--- src/rtl/const_load_pkg.sv ---
/**********************************************************************
 * Module      : const_load_pkg
 * Description : Shared types and constants for the LI -> LUI/ORI
 *               micro-op sequencer.
 * Revision    : 1.0 - initial release
 **********************************************************************/
`default_nettype none

package const_load_pkg;

    localparam int HALF_W = 16;

    typedef enum logic [1:0] {
        OP_NONE = 2'b00,
        OP_LUI  = 2'b01,
        OP_ORI  = 2'b10
    } uop_op_t;

    typedef logic [1:0] state_t;

    localparam state_t c_ST_IDLE = 2'd0;
    localparam state_t c_ST_HI   = 2'd1;
    localparam state_t c_ST_LO   = 2'd2;

endpackage

`default_nettype wire

--- src/rtl/const_load_sequencer.sv ---
/**********************************************************************
 * Module      : const_load_sequencer
 * Description : Splits a constant into LUI (upper half) + ORI (lower
 *               half) micro-ops, skipping whichever half is redundant.
 * Revision    : 1.0 - initial release
 **********************************************************************/
`default_nettype none

module const_load_sequencer
    import const_load_pkg::*;
#(
    parameter int DATA_W   = 32,
    parameter int HALF_W   = const_load_pkg::HALF_W,
    parameter int REG_W    = 5,
    parameter int ZERO_REG = 0,
    parameter int CNT_W    = 16
) (
    input  logic              clk,
    input  logic              rst,
    input  logic              req_valid,
    output logic              req_ready,
    input  logic [DATA_W-1:0] req_const,
    input  logic [REG_W-1:0]  req_rd,
    output logic              uop_valid,
    input  logic              uop_ready,
    output logic [1:0]        uop_op,
    output logic [REG_W-1:0]  uop_rd,
    output logic [REG_W-1:0]  uop_rs,
    output logic [DATA_W-1:0] uop_imm,
    output logic              uop_last,
    output logic [CNT_W-1:0]  uop_count
);

    localparam logic [REG_W-1:0]  c_ZERO_REG = REG_W'(ZERO_REG);
    localparam logic [HALF_W-1:0] c_HALF_0   = '0;

    state_t             r_state;
    logic               r_valid;
    uop_op_t            r_op;
    logic [REG_W-1:0]   r_rd;
    logic [REG_W-1:0]   r_rs;
    logic [DATA_W-1:0]  r_imm;
    logic               r_last;
    logic [HALF_W-1:0]  r_lo;
    logic [CNT_W-1:0]   r_count;

    logic [HALF_W-1:0]  w_hi;
    logic [HALF_W-1:0]  w_lo;
    logic               w_handoff;

    assign w_hi      = req_const[DATA_W-1:HALF_W];
    assign w_lo      = req_const[HALF_W-1:0];
    assign w_handoff = r_valid & uop_ready;

    // Acceptance depends on state alone so the request side never sees uop_ready.
    assign req_ready = (r_state == c_ST_IDLE);

    always_ff @(posedge clk) begin
        if (rst) begin
            r_state <= c_ST_IDLE;
            r_valid <= 1'b0;
            r_op    <= OP_NONE;
            r_rd    <= '0;
            r_rs    <= '0;
            r_imm   <= '0;
            r_last  <= 1'b0;
            r_lo    <= '0;
        end else begin
            case (r_state)
                c_ST_IDLE: begin
                    if (req_valid) begin
                        r_valid <= 1'b1;
                        r_rd    <= req_rd;
                        r_lo    <= w_lo;
                        r_rs    <= c_ZERO_REG;
                        if (w_hi != c_HALF_0) begin
                            r_state <= c_ST_HI;
                            r_op    <= OP_LUI;
                            r_imm   <= {w_hi, c_HALF_0};
                            r_last  <= (w_lo == c_HALF_0);
                        end else begin
                            // Upper half zero: a single ORI from the zero register suffices.
                            r_state <= c_ST_LO;
                            r_op    <= OP_ORI;
                            r_imm   <= {c_HALF_0, w_lo};
                            r_last  <= 1'b1;
                        end
                    end
                end
                c_ST_HI: begin
                    if (uop_ready) begin
                        if (r_lo != c_HALF_0) begin
                            r_state <= c_ST_LO;
                            r_op    <= OP_ORI;
                            r_rs    <= r_rd;
                            r_imm   <= {c_HALF_0, r_lo};
                            r_last  <= 1'b1;
                        end else begin
                            r_state <= c_ST_IDLE;
                            r_valid <= 1'b0;
                            r_op    <= OP_NONE;
                            r_rs    <= '0;
                            r_imm   <= '0;
                            r_last  <= 1'b0;
                        end
                    end
                end
                c_ST_LO: begin
                    if (uop_ready) begin
                        r_state <= c_ST_IDLE;
                        r_valid <= 1'b0;
                        r_op    <= OP_NONE;
                        r_rs    <= '0;
                        r_imm   <= '0;
                        r_last  <= 1'b0;
                    end
                end
                default: begin
                    r_state <= c_ST_IDLE;
                    r_valid <= 1'b0;
                    r_op    <= OP_NONE;
                end
            endcase
        end
    end

    always_ff @(posedge clk) begin
        if (rst) begin
            r_count <= '0;
        end else if (w_handoff) begin
            r_count <= r_count + CNT_W'(1);
        end
    end

    assign uop_valid = r_valid;
    assign uop_op    = r_op;
    assign uop_rd    = r_rd;
    assign uop_rs    = r_rs;
    assign uop_imm   = r_imm;
    assign uop_last  = r_last;
    assign uop_count = r_count;

endmodule

`default_nettype wire

--- config.mk ---
export PLATFORM = sky130hd
export DESIGN_NAME = const_load_sequencer
export DESIGN_NICKNAME = d
export VERILOG_FILES = /design/src/rtl/const_load_pkg.sv /design/src/rtl/const_load_sequencer.sv
export SDC_FILE = /design/constraint.sdc
export NUM_CORES = 1
export LEC_CHECK = 0
export CAP_MARGIN = 20
export CORE_MARGIN = 2
export CORE_UTILIZATION = 45
export CTS_BUF_LIST = sky130_fd_sc_hd__clkbuf_8
export DETAILED_ROUTE_END_ITERATION = 6
export PLACE_DENSITY_LB_ADDON = 0.08
export SYNTH_ARGS = -nofsm -noshare
export SYNTH_HDL_FRONTEND = slang
export SYNTH_SLANG_ARGS = --single-unit
--- constraint.sdc ---
create_clock -name clk -period 1.98 [get_ports clk]
set_input_delay 0.297 -clock clk [delete_from_list [all_inputs] [get_ports clk]]
set_output_delay 0.297 -clock clk [all_outputs]
set_load 0.005 [all_outputs]
==> out/metrics.yaml, run 1 <==
run_status: "completed"
cts_tree: "built"
antenna_found_initial: 0
synth-async-reset-ratio_pct: 0
yosysTopAreaCellShare_pct: 46.39
crit_chain: "inv_1, ha_1, buf_12, a41oi_1, buf_4, nand3_1, a21oi_1"
via_per_inst: 5.416
wirelength_um: 8990
synth-seq-area-share_pct: 46.39
leakagePower_nw: 1.665
synth_top_flop_cell: "dfxtp_1"
total_power_mw: 4.524
clk_latency_ns: 0.35
cp-end-kind: "register"
dp.cells: 603
setup_viol: 0
slew_headroom_pct: 67.74
hold_violations: 0
ir_drop_mv: 0.5140
worstMarginPinSlew_ns: 0.4795
reg2reg_slack_ns: 0.18
syn_inst: 410
hold_end: "uop_count[7]"
hold_start: "rst"
min_period_over_period_pct: 91.03
die_h_um: 90.49
drt_iter0_drc: 153
p_sw_mw: 1.334
antenna_violating_nets_post_route: 0
layout-drive-gt1-share_pct: 8.092
slowest_delay_ns: 0.38
clock-sinks: 78
fmax_ghz: 0.5548
rsz0062_at_grt: "false"
synth_common_cells: "dfxtp_1 (78), nand2_1 (75), a21oi_1 (50), nand3_1 (42), nor2_1 (28)"
power.density_nw_per_um2: 940.0
grt_use_total_pct: 22.24
ys_warn_count: 0
syn-cell-area_um2: 3366
synth_top_cell_by_area: "dfxtp_1"
n_antenna_cell: 0
synth_seq_cells: 78
core-area_um2: 7253
worst-setup-path-type: "register to register"
clock_skew_ns: 0.008612
vias: 3347
pwr-share-clk_pct: 29.6
hp-class: "input port to register"
fin_nets: 561
place_congestion: 0.7931
syn-num-nets: 456
seqPwrFrac_pct: 41.3
r2r_end: "uop_imm[26]"
grt_pass1_vias: 3199
drc: 0
grt_pass1_wl_um: 14950
io_buffers: 103
postSynthAreaPerCell_um2: 8.209
synth.distinct_cells: 39
reg2reg_depth: 7
clk_pin_slew_worst_paths_ns: 0.08
die_area_um2: 8188
dr.pass1.iters: 4
area_delta_synth_final_pct: 42.97
critPathSlowestCell: "dfxtp_1"
wire_per_inst_um: 14.55
die_w_um: 90.49
cts_buffers: 9
htree_levels: 3
period_needed_ns: 1.802
instances_no_fill: 618
clk_path_buf_depth: 2
intPower_mw: 3.190
root_buffer: "clkbuf_8"
synth_edf_count: 0
initial_utilization_pct: 46.40
std_cell_rows: 31
r2r-start: "uop_op[1]"
gr-total-overflow: 0
grt_start_max_net_pins: 79
slew_violations: 0
cts_setup_buffers: 0
p_comb_share_pct: 29.2
swShare_pct: 29.49
worstPathMaxFanout: 38
synth.most_common_cell: "dfxtp_1"
io-pin-count: 104
maxCapViolations: 0
worstPathArrival_ns: 2.07
start_kind: "register"
hold_depth: 3
hpwl_um: 6193
required_ns: 2.25
synth_area_leaders: "dfxtp_1 (46%), nand2_1 (8.4%), a21oi_1 (7.4%), nand3_1 (6.2%), nand3b_1 (4.5%)"
[power by group through the flow]
stage | combinational, mW | clock, mW | sequential (mW)
floorplan | 0.651 | 0 | 1.90
global placement | 1.31 | 0 | 1.89
detailed placement | 1.33 | 0 | 1.90
CTS | 1.33 | 1.36 | 1.87
global route | 1.45 | 1.44 | 1.89
finish | 1.32 | 1.34 | 1.87
[per-layer routing]
layer / share of wire, % / up-vias / GRT usage [%]
li1: - / 1676 / -
met1: 44 / 1574 / 27.76
met2: 49 / 89 / 36.50
met3: 6.6 / 8 / 6.678
met4: 1.2 / 0 / 7.692
met5: 0 / - / 0
[metrics by stage]
step | area (µm²) | utilization, % | hold slack [ns] | setup TNS, ns | setup WS, ns
global route | 4812 | 66.34 | 0.4480 | 0 | 0.02151
detailed placement | 4587 | 63.24 | 0.4452 | -1.417 | -0.1191
finish | 4812 | 66.34 | 0.4288 | 0 | 0.1776
global placement | 4587 | 63.24 | 0.4373 | -0.9397 | -0.05709
CTS | 4810 | 66.31 | 0.4250 | 0 | 0.07256
floorplan | 3366 | - | 0.4330 | 0 | 0.1770
[area by class of cell]
cell class	instances	area (µm²)
Clock buffer	11	151.4
Clock inverter	4	71.32
Fill cell	637	2441
Inverter	3	11.26
Multi-Input combinational cell	299	1657
Sequential cell	78	1562
Tap cell	99	123.9
Timing Repair Buffer	124	1236
[flip-flops by register name, summed over array words and instances, names as in the netlist]
register   count
uop_op         2
uop_last       1
uop_imm       32
uop_valid      1
r_lo          16
uop_count     16
uop_rd         5
uop_rs         5
[worst max-delay path: cells and delay by family, from the launching register on]
family          cells  cell delay, ns
simple gates        1            0.09
compound gates      2            0.40
buf+inv             3            0.52
flops               1            0.38
fa+ha+maj           1            0.34
[cells in the final DEF (no fill, tap or decap), drive strengths merged, types with 3 or more instances in the layout]
| master | Yosys | layout |
|---|---|---|
| ha | 5 | 5 |
| o21ai | 5 | 5 |
| and4 | 3 | 3 |
| nor3 | 3 | 3 |
| nand3b | 20 | 20 |
| nor2 | 28 | 28 |
| a21oi | 50 | 50 |
| a311oi | 17 | 17 |
| xnor2 | 5 | 5 |
| or3 | 4 | 4 |
| clkdlybuf4s50 | 0 | 101 |
| nand4 | 5 | 5 |
| nand2 | 75 | 75 |
| nor4 | 13 | 13 |
| buf | 14 | 22 |
| clkbuf | 16 | 11 |
| nand3 | 42 | 42 |
| inv | 3 | 4 |
| xor2 | 4 | 4 |
| dfxtp | 78 | 78 |
[worst max-delay path by stage]
stage | from | cells past startpoint | end
floorplan | uop_op[1] | 9 | uop_imm[0]
global route | uop_op[1] | 7 | uop_imm[25]
global placement | req_const[16] | 6 | uop_imm[0]
finish | uop_op[1] | 7 | uop_imm[26]
detailed placement | req_const[16] | 6 | uop_imm[3]
CTS | uop_op[1] | 3 | req_ready
[cells by family (layout without fill, tap and decap cells)]
group / Yosys count / in the layout / share of synthesized area, %
and+or+nand+nor: 203 / 203 / 29.85
AOI/OAI and AO/OA: 82 / 82 / 15.13
DFF: 78 / 78 / 46.39
buffers and inverters: 33 / 142 / 4.424
xor gates and xnor gates: 9 / 9 / 2.342
adders and majority gates: 5 / 5 / 1.859
[timing repair]
item,CTS,global route
resized for setup,0,1
endpoints found under the setup margin,0,1
hold buffers,0,0
Power figures use the tool's default switching activity.
==> run 2, diff against run 1 <==
--- a/config.mk
+++ b/config.mk
@@ -10,7 +10,7 @@
 export CORE_UTILIZATION = 45
 export CTS_BUF_LIST = sky130_fd_sc_hd__clkbuf_8
 export DETAILED_ROUTE_END_ITERATION = 6
-export PLACE_DENSITY_LB_ADDON = 0.08
+export PLACE_DENSITY = 0.86
 export SYNTH_ARGS = -nofsm -noshare
 export SYNTH_HDL_FRONTEND = slang
 export SYNTH_SLANG_ARGS = --single-unit
==> run 2 against run 1 <==
Sequential share of layout area decreased by 0.40 points; global-route usage increased by 0.42 points; worst hold slack improved by 0.017 ns; first-iteration DRC count increased by 7.8%; worst setup slack got worse by 0.078 ns; critical path depth decreased by 4; combinational power about the same; count of clock-buffer cells in the layout unchanged; clock power increased by 7%; via count increased by 1.8%; highest routed layer unchanged.
==> out/metrics.yaml, run 2 (synthesized netlist as in run 1, its figures left out) <==
run_status: "completed"
hold_end: "uop_count[4]"
io-pin-count: 104
reg2reg_slack_ns: 0.17
die_area_um2: 8188
hold_start: "rst"
root_buffer: "clkbuf_8"
fin_nets: 564
core-area_um2: 7253
r2r-start: "uop_op[1]"
clk_pin_slew_worst_paths_ns: 0.08
required_ns: 1.68
via_per_inst: 5.477
clk_latency_ns: 0.34
slew_violations: 0
initial_utilization_pct: 46.40
dr.pass1.iters: 5
start_kind: "register"
gr-total-overflow: 0
mostFrequentLayoutCells: "clkdlybuf4s50_1 (102), dfxtp_1 (77), nand2_1 (75)"
fmax_ghz: 0.5317
largest_register_ff_count: 32
hold_violations: 0
ctsHoldBuffers: 0
grt_pass1_wl_um: 15350
worstPathMaxFanout: 5
clock_skew_ns: 0.009084
multi_input_area_um2: 1660
reg2reg_depth: 6
leakagePower_nw: 1.696
period_needed_ns: 1.881
vias: 3407
area_delta_synth_final_pct: 44.87
place_area_um2: 4622
slew_headroom_pct: 69.21
hold_depth: 3
std_cell_rows: 31
antenna_violating_nets_post_route: 0
clk_path_buf_depth: 2
die_w_um: 90.49
ir_drop_mv: 0.5169
fillCellCount: 630
fin_util_pct: 67.22
regArea_um2: 1563
worstPathArrival_ns: 1.58
postLayoutCellArea_um2: 4876
clock-sinks: 78
die_h_um: 90.49
wirelength_um: 9137
hpwl_um: 6473
layout-drive-gt1-share_pct: 8.987
hp-class: "input port to register"
hold_slack_ns: 0.4459
rsz0062_at_grt: "false"
cp-end-kind: "primary output"
worst-setup-path-type: "register to primary output"
fin_tns_setup_ns: 0
power.density_nw_per_um2: 955.4
n_antenna_cell: 0
maxCapViolations: 0
wire_per_inst_um: 14.69
min_period_over_period_pct: 94.99
grt_start_max_net_pins: 79
r2r_end: "uop_last"
setup_viol: 0
final_common_cell: "clkdlybuf4s50_1"
grt_use_total_pct: 22.65
htree_levels: 3
drc: 0
grt_pass1_vias: 3314
drt_iter0_drc: 165
io_buffers: 103
worstMarginPinSlew_ns: 0.4577
place_congestion: 0.8265
cts_buffers: 9
cts_tree: "built"
antenna_found_initial: 0
==> run 2: changes by cell type in the layout (fill, tap and decap cells not counted), sizes merged <==
cell and change:
buf +3, bufinv +1, clkinvlp -1, clkdlybuf4s50 +1, inv +1, dlymetal6s2s -1
==> run 2: where the power goes <==
| part | switching (mW) | internal (mW) |
|---|---|---|
| combinational | 0.659 | 0.688 |
| clock | 0.544 | 0.898 |
| sequential | 0.116 | 1.75 |
==> run 2: worst max path at each step <==
stage	slack [ns]	from	to
after CTS	0.08	uop_op[1]	req_ready
after global placement	-0.15	req_const[9]	uop_last
after global routing	0.03	uop_op[0]	uop_rs[0]
after detailed placement	-0.21	req_const[9]	uop_last
after floorplan	0.18	uop_op[1]	uop_imm[0]
final	0.1	uop_op[1]	req_ready
==> run 2: through the flow <==
stage	total power, mW	instances	setup slack (ns)
after floorplan	2.552	410	0.1770
after global placement	3.210	606	-0.1471
after detailed placement	3.241	606	-0.2121
after CTS	4.686	622	0.08469
after global routing	4.906	622	0.02964
final	4.658	622	0.09914
==> run 2: repair_timing <==
action	4_1_cts	5_1_grt
buffers inserted	0	0
gates resized for setup	0	2
endpoints found under the setup margin	0	10
==> run 2: layout make-up <==
cell class / instances / area share [%]
multi-input cells: 299 / 34.05
flip-flops and latches: 78 / 32.05
repair buffers: 127 / 26.02
clock buffers: 11 / 3.105
well taps: 99 / 2.540
clock inverters: 5 / 2.002
inverters: 3 / 0.2309
==> run 2: routing by layer <==
layer	vias to the layer above	track usage, %	share of wire, %
met4	0	7.564	1.5
met2	120	38.12	48
met1	1597	27.25	41
met5	-	0	0
li1	1677	-	-
met3	13	7.346	8.9
==> run 2: critical path, stage by stage, from the launching register on <==
cell and delay, ns:
dfxtp_2 0.34, inv_1 0.10, ha_1 0.24, clkdlybuf4s50_1 0.56
==> run 3, diff against run 2 <==
--- a/config.mk
+++ b/config.mk
@@ -9,8 +9,11 @@
 export CORE_MARGIN = 2
 export CORE_UTILIZATION = 45
 export CTS_BUF_LIST = sky130_fd_sc_hd__clkbuf_8
+export CTS_CLUSTER_DIAMETER = 60
 export DETAILED_ROUTE_END_ITERATION = 6
 export PLACE_DENSITY = 0.86
+export REMOVE_ABC_BUFFERS = 1
 export SYNTH_ARGS = -nofsm -noshare
 export SYNTH_HDL_FRONTEND = slang
 export SYNTH_SLANG_ARGS = --single-unit
+export TNS_END_PERCENT = 5
==> run 3 against run 2 <==
Register-to-register slack got worse by 0.06 ns; final cell count down 1.3%; fmax decreased by 0.46%; final area is 2.8% lower; combinational power fell by 4%; routed wire length rose by 3.0%; non-clock buffer count decreased by 7; via count is 0.76% higher; clock skew grew 0.0021 ns; die area unchanged; largest power group unchanged; highest routed layer unchanged.
==> out/metrics.yaml, run 3 (synthesized netlist as in run 1, its figures left out) <==
run_status: "completed"
seqPwrFrac_pct: 43.7
n_antenna_cell: 0
reg2reg_depth: 6
mostFrequentLayoutCells: "clkdlybuf4s50_1 (102), dfxtp_1 (78), nand2_1 (75)"
slew_violations: 0
wirelength_um: 9414
min_period_over_period_pct: 95.43
drc: 0
dp.cells: 599
slew_headroom_pct: 66.59
hp-class: "input port to register"
die_w_um: 90.49
crit_chain: "inv_1, ha_1, clkdlybuf4s50_1"
clk_path_buf_depth: 2
ir_drop_mv: 0.3822
fmax_ghz: 0.5292
place_area_um2: 4544
std_cell_rows: 31
gr-total-overflow: 0
die_h_um: 90.49
die_area_um2: 8188
initial_utilization_pct: 46.40
io_buffers: 103
via_per_inst: 5.591
maxCapViolations: 0
cp-end-kind: "primary output"
dr.pass1.iters: 5
required_ns: 1.68
intPower_mw: 2.951
p_sw_mw: 1.339
rsz0062_at_grt: "true"
core-area_um2: 7253
area_delta_synth_final_pct: 40.78
dpl_worst_slack_ns: -0.1346
worst-setup-path-type: "register to primary output"
cts_buffers: 9
swShare_pct: 31.21
clock_skew_ns: 0.01120
leakagePower_nw: 1.620
fillCellCount: 591
place_congestion: 0.8796
worstPathMaxFanout: 5
root_buffer: "clkbuf_8"
pwr-share-clk_pct: 25.9
cts_tree: "built"
clk_pin_slew_worst_paths_ns: 0.08
drt_iter0_drc: 163
hold_violations: 0
critPathSlowestCell: "clkdlybuf4s50_1"
antenna_found_initial: 0
hold_start: "rst"
io-pin-count: 104
instances_no_fill: 614
worst_slack_ns: 0.09045
layout-drive-gt1-share_pct: 7.961
postLayoutCellArea_um2: 4738
grt_pass1_vias: 3304
htree_levels: 3
start_kind: "register"
r2r-start: "uop_op[1]"
power.density_nw_per_um2: 905.4
startpoint: "uop_op[1]"
p_comb_share_pct: 30.4
fin_util_pct: 65.33
total_power_mw: 4.290
grt_use_total_pct: 23.00
setup_viol: 0
ctsHoldBuffers: 0
antenna_violating_nets_post_route: 0
cts_setup_buffers: 0
hpwl_um: 6688
worstPathArrival_ns: 1.59
fin_nets: 557
wire_per_inst_um: 15.33
period_needed_ns: 1.890
grt_start_max_net_pins: 44
largest_register_ff_count: 32
slowest_delay_ns: 0.53
vias: 3433
hold_depth: 2
clk_latency_ns: 0.35
worstMarginPinSlew_ns: 0.5012
clock-sinks: 78
grt_pass1_wl_um: 15480
final_common_cell: "clkdlybuf4s50_1"
run 3: cell types whose count changed in the layout (fill, tap and decap cells not counted), sizes merged:
| cell | change |
|---|---|
| buf | -7 |
| bufinv | -3 |
| clkbuf | +1 |
| clkinv | +3 |
| inv | -2 |
run 3: layout make-up:
cell class,count,area [µm²],area share (%)
multi-input cells,299,1667,35.17
clock buffers,12,165.2,3.486
clock inverters,3,18.77,0.3961
inverters,3,11.26,0.2377
repair buffers,120,1191,25.14
flip-flops and latches,78,1562,32.95
well taps,99,123.9,2.614
run 3: timing repair:
action,CTS,global route
resized for setup,0,2
endpoints found under the hold margin,0,0
setup endpoints to repair,0,19
run 3: worst max-delay path: cells and delay by family, from the launching register on:
kind | cells | cell delay, ns
fa+ha+maj | 1 | 0.25
buf+inv | 2 | 0.64
flops | 1 | 0.36
run 3: final timing paths:
path,endpoint,slack [ns]
worst min register to register,uop_rs[0],0.45
worst min-delay path,uop_count[5],0.39
worst max-delay path,req_ready,0.09
worst max register to register,uop_last,0.11
run 3: per-stage QoR:
| stage | hold WS [ns] | TNS (ns) |
|---|---|---|
| after floorplan | 0.3661 | -20.10 |
| after global placement | 0.4383 | -0.8156 |
| after detailed placement | 0.4445 | -1.631 |
| after CTS | 0.3837 | 0 |
| after global routing | 0.4282 | -0.01632 |
| final | 0.3921 | 0 |
run 3: metal layers:
| layer | wire length (µm) | global-route usage (%) | up-vias | part of all wire [%] |
|---|---|---|---|---|
| met5 | 0 | 0 | - | 0 |
| met4 | 183 | 8.718 | 0 | 1.9 |
| met3 | 642 | 6.177 | 19 | 6.8 |
| met2 | 4606 | 38.93 | 152 | 49 |
| met1 | 3982 | 27.87 | 1599 | 42 |
| li1 | - | - | 1663 | - |
run 3: power groups by stage:
stage	logic [mW]	registers (mW)	clock network [mW]
floorplan	0.570	1.90	0
global placement	1.27	1.90	0
detailed placement	1.30	1.91	0
CTS	1.30	1.87	1.13
global route	1.43	1.89	1.20
finish	1.30	1.88	1.11
